### src/rtl/fanout_pkg.sv
// fanout_pkg
//   Shared defaults and state encoding for the eager-fork fanout controller.
//   FO_NUM_OUT : default number of downstream consumers
//   FO_DATA_W  : default token width (payload plus control/done bit)
//   FO_CNT_W   : default width of the completed-token counter
//   fo_state_e : buffer occupancy, FO_EMPTY / FO_FULL
package fanout_pkg;

  localparam int unsigned FO_NUM_OUT = 6;
  localparam int unsigned FO_DATA_W  = 17;
  localparam int unsigned FO_CNT_W   = 16;

  typedef enum logic {
    FO_EMPTY = 1'b0,
    FO_FULL  = 1'b1
  } fo_state_e;

endpackage

### src/rtl/fanout_fork_ctrl.sv
// fanout_fork_ctrl
//   Registered eager fork: one upstream token is held in a single-entry buffer
//   and offered to every enabled consumer. Each consumer accepts on its own
//   schedule; the buffer frees once every enabled consumer has taken it.
//
//   clk        : clock, all state on rising edge
//   rst_n      : asynchronous active-low reset
//   cfg_en     : per-consumer enable mask, captured only when a token loads
//   flush      : synchronous drop of the buffered token (wins over everything)
//   in_valid   : producer token valid
//   in_data    : producer token
//   in_ready   : buffer can take a token this cycle
//   out_valid  : per-consumer valid
//   out_data   : buffered token, shared by all consumers
//   out_ready  : per-consumer ready
//   token_cnt  : count of fully delivered tokens, wraps
module fanout_fork_ctrl
  import fanout_pkg::*;
#(
  parameter int unsigned NUM_OUT = FO_NUM_OUT,
  parameter int unsigned DATA_W  = FO_DATA_W,
  parameter int unsigned CNT_W   = FO_CNT_W
) (
  input  logic              clk,
  input  logic              rst_n,
  input  logic [NUM_OUT-1:0] cfg_en,
  input  logic              flush,
  input  logic              in_valid,
  input  logic [DATA_W-1:0] in_data,
  output logic              in_ready,
  output logic [NUM_OUT-1:0] out_valid,
  output logic [DATA_W-1:0] out_data,
  input  logic [NUM_OUT-1:0] out_ready,
  output logic [CNT_W-1:0]  token_cnt
);

  fo_state_e          state_q;
  logic               valid_q;
  logic [DATA_W-1:0]  data_q;
  logic [NUM_OUT-1:0] en_q;
  logic [NUM_OUT-1:0] served_q;
  logic [NUM_OUT-1:0] fire;
  logic               all_done;
  logic               load;

  assign valid_q   = (state_q == FO_FULL);
  assign out_valid = {NUM_OUT{valid_q}} & en_q & ~served_q;
  assign out_data  = data_q;
  assign fire      = out_valid & out_ready;

  // A consumer counts as finished if it was served earlier, is taking the
  // token now, or was never enabled; an all-zero mask completes immediately.
  assign all_done  = valid_q & (&(served_q | fire | ~en_q));
  assign in_ready  = ~flush & (~valid_q | all_done);
  assign load      = in_valid & in_ready;

  always_ff @(posedge clk or negedge rst_n) begin
    if (!rst_n) begin
      state_q   <= FO_EMPTY;
      data_q    <= '0;
      en_q      <= '0;
      served_q  <= '0;
      token_cnt <= '0;
    end else begin
      if (flush) begin
        state_q  <= FO_EMPTY;
        served_q <= '0;
      end else if (load) begin
        state_q  <= FO_FULL;
        data_q   <= in_data;
        en_q     <= cfg_en;
        served_q <= '0;
      end else if (all_done) begin
        state_q  <= FO_EMPTY;
        served_q <= '0;
      end else if (valid_q) begin
        served_q <= served_q | fire;
      end

      // Completion is counted even when a new token loads in the same cycle.
      if (all_done && !flush) begin
        token_cnt <= token_cnt + CNT_W'(1);
      end
    end
  end

endmodule

### config.mk
export PLATFORM = sky130hd
export DESIGN_NAME = fanout_fork_ctrl
export DESIGN_NICKNAME = d
export VERILOG_FILES = /design/src/rtl/fanout_pkg.sv /design/src/rtl/fanout_fork_ctrl.sv
export SDC_FILE = /design/constraint.sdc
export NUM_CORES = 1
export LEC_CHECK = 0
export ABC_AREA = 1
export CORE_ASPECT_RATIO = 1.25
export CORE_MARGIN = 4
export CORE_UTILIZATION = 46
export DETAILED_ROUTE_END_ITERATION = 10
export PLACE_DENSITY = 0.79
export SETUP_SLACK_MARGIN = 0.2
export SLEW_MARGIN = 40
export SYNTH_ARGS = -nofsm -noshare
export SYNTH_HDL_FRONTEND = slang
export SYNTH_SLANG_ARGS = --single-unit
### constraint.sdc
create_clock -name clk -period 1.85 [get_ports clk]
set_input_delay 0.2775 -clock clk [delete_from_list [all_inputs] [get_ports clk]]
set_output_delay 0.2775 -clock clk [all_outputs]
set_load 0.02 [all_outputs]
# --- Word level (Yosys, flattened, before mapping) ---
# Index checks and enable logic that the tools add are counted.
op_classes:
  reduce_logical: 6
  n_bitwise: 13
  n_mux: 7
  addsub: 1
op_table:
  columns: ["operator", "count"]
  rows:
  - ["2-to-1 mux 6 bit", 4]
  - ["AND 6 bit", 3]
  - ["adder 16 x 1 -> 16 bit (second input constant)", 1]
  - ["NOT 6 bit", 2]
  - ["OR 6 bit", 2]
  - ["AND reduction 6 bit", 1]
  - ["nonzero test 4 bit", 1]
  - ["AND 1 bit", 3]
  - ["2-to-1 mux 1 bit", 3]
  - ["nonzero test 3 bit", 1]
  - ["NOT 1 bit", 2]
  - ["AND reduction 2 bit", 1]
  - ["logical AND 1 bit", 1]
  - ["logical NOT 1 bit", 1]
  - ["OR 1 bit", 1]
totals:
  out_inout_bits: 40
  elab_cells: 32
  input_bits: 33
  register_bits: 46

# --- Depth between registers and ports, before layout ---
logic_depth:
  depth_word: 12
  ltp_mapped: 11
  ltp_nobuf: 10

# --- Least setup slack after synthesis ---
# Ideal clock, no wire load.
synth_path:
  kind: "register -> output"
  startpoint: "reg state_q"
  endpoint: "out in_ready"
  path_slack_ns: 0.236
  t_required_ns: 1.572
  arrival_ns: 1.337
  stages_incl_launch_ff: 9
  n_path_buf: 2
  cell_sequence: "dfrtp_1 -> inv_2 -> buf_6 -> o21ai_1 -> nand2_1 -> nor2_2 -> nand3_2 -> nand2_4 -> buf_4"
synth_via:
  elab_chain_cells: 9
  elab_cells_between_ends: 10
  classes_between: "9 x bitwise; 1 x reduce/logical"
synth_lines:
  columns: ["item", "line", "source"]
  rows:
  - ["from (decl)", "fanout_fork_ctrl.sv:37", "fo_state_e state_q;"]
  - ["from (signal assigned)", "fanout_fork_ctrl.sv:59", "state_q <= FO_EMPTY;"]
  - ["from (signal assigned)", "fanout_fork_ctrl.sv:66", "state_q <= FO_EMPTY;"]
  - ["from (signal assigned)", "fanout_fork_ctrl.sv:69", "state_q <= FO_FULL;"]
  - ["AND 6 bit (2 in series)", "fanout_fork_ctrl.sv:47", "assign out_valid = {NUM_OUT{valid_q}} & en_q & ~served_q;"]
  - ["AND 6 bit", "fanout_fork_ctrl.sv:49", "assign fire = out_valid & out_ready;"]
  - ["OR 6 bit (2 in series)", "fanout_fork_ctrl.sv:53", "assign all_done = valid_q & (&(served_q | fire | ~en_q));"]
  - ["AND reduction 6 bit", "fanout_fork_ctrl.sv:53", null]
  - ["AND 1 bit", "fanout_fork_ctrl.sv:53", null]
  - ["OR 1 bit (*)", "fanout_fork_ctrl.sv:54", "assign in_ready = ~flush & (~valid_q | all_done);"]
  - ["AND 1 bit (*)", "fanout_fork_ctrl.sv:54", null]
  - ["to (decl)", "fanout_fork_ctrl.sv:30", "output logic in_ready,"]
# Mark *: on every way between the ends. The rest lies on a longest branch, timed or not.

# --- Worst setup path in the final report ---
# Ends and elaborated chain as after synthesis.

==> results_dict.tcl <==
set metrics [dict create \
    outcome "finished, final reports clean" \
    num-nets-final 412 \
    worstPathCellList "buf_4 > a21oi_1 > nor2_2 > nand3_2 > nand2_4 > buf_6" \
    die_x_microns 71.6 \
    drt-total-wl_microns 5760 \
    syn_area_per_cell_sq_um 8.07 \
    std_cell_rows 28 \
    globalplace.congestion 0.820 \
    layout-drive-gt1-share_pct 17.2 \
    gr-usage-all-layers_pct 19.5 \
    insertion_delay_ns 0.30 \
    synthFlopType "dfrtp_1" \
    hold_path.startpoint "out_ready[0]" \
    worstPathArrival_ns 1.42 \
    critPathMaxFanout 3 \
    final-setup-viol-count 0 \
    root_buffer "clkbuf_8" \
    layout_setup_ws_ns 0.151 \
    fin_crit_sh_pct 91.8 \
    io_buffers 72 \
    worstHoldPathType "input pin to flop" \
    peakVddDrop_mv 0.831 \
    via_per_inst 5.05 \
    timing.hold.ws_ns 0.413 \
    timing_hold_violations_final 0 \
    die_h_microns 87.5 \
    cap_violations 0 \
    slowest_stage "dfrtp_1" \
    synth-seq-cells 46 \
    cp.required_ns 1.57 \
    drc 0 \
    antenna_found_initial 0 \
    cts_sinks 46 \
    diodes 0 \
    avgRoutedWirePerCell_microns 13.1 \
    dp.cells 424 \
    slew_headroom_pct 72.0 \
    p_leak_nw 1.71 \
    slew_violations 0 \
    grt_pass1_vias 2252 \
    numCtsBuffers 5 \
    start_util_pct 48.4 \
    fin_cells 439 \
    yosysWarningCount 0 \
    cp_slowest_stage_delay_ns 0.41 \
    clkTransAtPathRegs_ns 0.09 \
    synthToLayoutAreaGrowth_pct 45.0 \
    synthArstFlopShare_pct 100 \
    placement.setup.worst_slack_ns -0.411 \
    r2r-start "state_q$_DFFE_PN0P_" \
    grt_setup_unrepaired "true" \
    endpoint_kind "output pin" \
    first_pass_iters 4 \
    power_density_mw_per_mm2 1340 \
    grt_start_max_net_pins 33 \
    critPathKind "flop to output pin" \
    dieArea_sq_mm 0.00626 \
    vias 2216 \
    synth_edf_count 0 \
    cts_tree "yes" \
    syn_inst 288 \
    synth-seq-area-share_pct 49.5 \
    grt_pass1_wl_microns 9700 \
    netlist_area_sq_mm 0.00232 \
    dp_hpwl_microns 4130 \
    worst_pin_slew_ns 0.420 \
    cts_buffer_depth 2 \
    antenna_left 0 \
    startpoint "state_q$_DFFE_PN0P_" \
    placed_cell_area_sq_mm 0.00315 \
    syn_nets 322 \
    p_total_w 0.00453 \
    overflow 0 \
    ios 73 \
    skew_ns 0.00812 \
    fin_area_sq_mm 0.00337 \
    period_needed_ns 1.70 \
    dr.first_iter.drc_count 150 \
    fmax_mhz 589 \
    core_area_sq_mm 0.00480 \
    h-tree-depth 2 \
    critPathLaunchType "flop" \
    synthDistinctLibCells 26 \
]
## area by class of cell
type                            count  area [sq um]
Sequential cell                    46          1150
Fill cell                         379          1430
Clock inverter                      2          12.5
Tap cell                           60          75.1
Multi-Input combinational cell    206          1070
Inverter                           25          96.3
Timing Repair Buffer               94           883
Clock buffer                        6          82.6
## worst paths after layout
path	to	slack (ns)	cells past startpoint
setup / recovery	in_ready	0.15	6
hold / removal	served_q[0]$_DFFE_PN0P_	0.41	3
setup reg to reg	out_data[15]$_DFFE_PN0P_	0.20	9
hold reg to reg	out_data[8]$_DFFE_PN0P_	0.47	2
max in group asynchronous	en_q[4]$_DFFE_PN0P_	0.91	3
min in group asynchronous	token_cnt[1]$_DFFE_PN0P_	0.45	2
## metrics by stage
stage          utilization, %  setup TNS (ns)
2_1_floorplan               -               0
3_3_place_gp             65.6           -5.99
3_5_place_dp             65.6           -8.28
4_1_cts                  67.5               0
5_1_grt                  70.2               0
6_report                 70.2               0
## cells in the mapped netlist (5+ instances only)
cell | n | area (sq um)
o21ai_0 | 6 | 30.0
nand3_1 | 30 | 150
nand2_1 | 93 | 349
inv_1 | 24 | 90.1
xor2_1 | 6 | 52.6
dfrtp_1 | 46 | 1150
nor2_1 | 24 | 90.1
a21oi_1 | 14 | 70.1
nor3_1 | 7 | 35.0
o21ai_2 | 7 | 61.3
buf_6 | 5 | 56.3
## report_power, final
group	internal (W)	switching [W]
logic	0.00104	0.00124
registers	0.00135	0.000258
clock network	0.000301	0.000335
## cells by family (layout without fill, tap and decap cells)
| kind of cell | Yosys count | in the layout | share of synthesized area, % |
|---|---|---|---|
| XOR/XNOR | 10 | 10 | 3.77 |
| adder cells (fa/ha/maj) | 1 | 1 | 0.538 |
| buffers and inverters | 36 | 127 | 7.86 |
| AND/OR/NAND/NOR | 164 | 164 | 30.4 |
| flip-flops | 46 | 46 | 49.5 |
| AO/OA/AOI/OAI | 31 | 31 | 7.92 |
## routing by layer
metal / up-vias / part of all wire, % / global-route usage [%]
li1: 1099 / - / -
met1: 1040 / 40 / 22.0
met2: 70 / 51 / 34.8
met3: 7 / 7.7 / 5.66
met4: 0 / 1.6 / 6.50
met5: - / 0 / 0
## flip-flops by register name, summed over array words and instances (netlist names)
register   count
token_cnt     16
served_q       6
en_q           6
out_data      17
state_q        1
## layout by cell type (no fill, tap or decap)
master / count
a21oi_1: 13
nand2_8: 1
inv_4: 1
nor3_2: 4
nand3_1: 29
xnor2_1: 3
buf_4: 20
nand3_2: 1
dlymetal6s2s_1: 3
nor2_2: 2
o21ai_2: 10
xnor2_2: 1
inv_1: 24
nand2_1: 90
buf_12: 1
buf_6: 5
clkinvlp_4: 1
nor3_1: 3
dfrtp_1: 46
nand2_4: 2
ha_1: 1
clkbuf_8: 6
buf_2: 3
a21oi_2: 1
clkinv_2: 1
o21ai_0: 4
clkdlybuf4s50_1: 48
nand2_2: 2
o21ai_1: 2
nor2_4: 1
xor2_1: 6
dlygate4sd2_1: 13
nand3_4: 1
a21boi_0: 1
dlygate4sd3_1: 1
nor2_1: 23
nand4_1: 4
or2_2: 1
## critical path, delay by kind of cell, from the launching register on
family / cells / cell delay, ns
flops: 1 / 0.41
simple gates: 3 / 0.40
buf+inv: 2 / 0.25
compound gates: 1 / 0.07
## timing repair
| item | CTS | global route |
|---|---|---|
| pin swaps | 8 | 6 |
| endpoints found under the hold margin | 0 | 30 |
| gates cloned | 0 | 1 |
| setup buffers | 2 | 3 |
| endpoints found under the setup margin | 40 | 55 |
| gates resized for setup | 50 | 29 |
| hold buffers | 0 | 1 |
(Power assumes the default switching activity.)
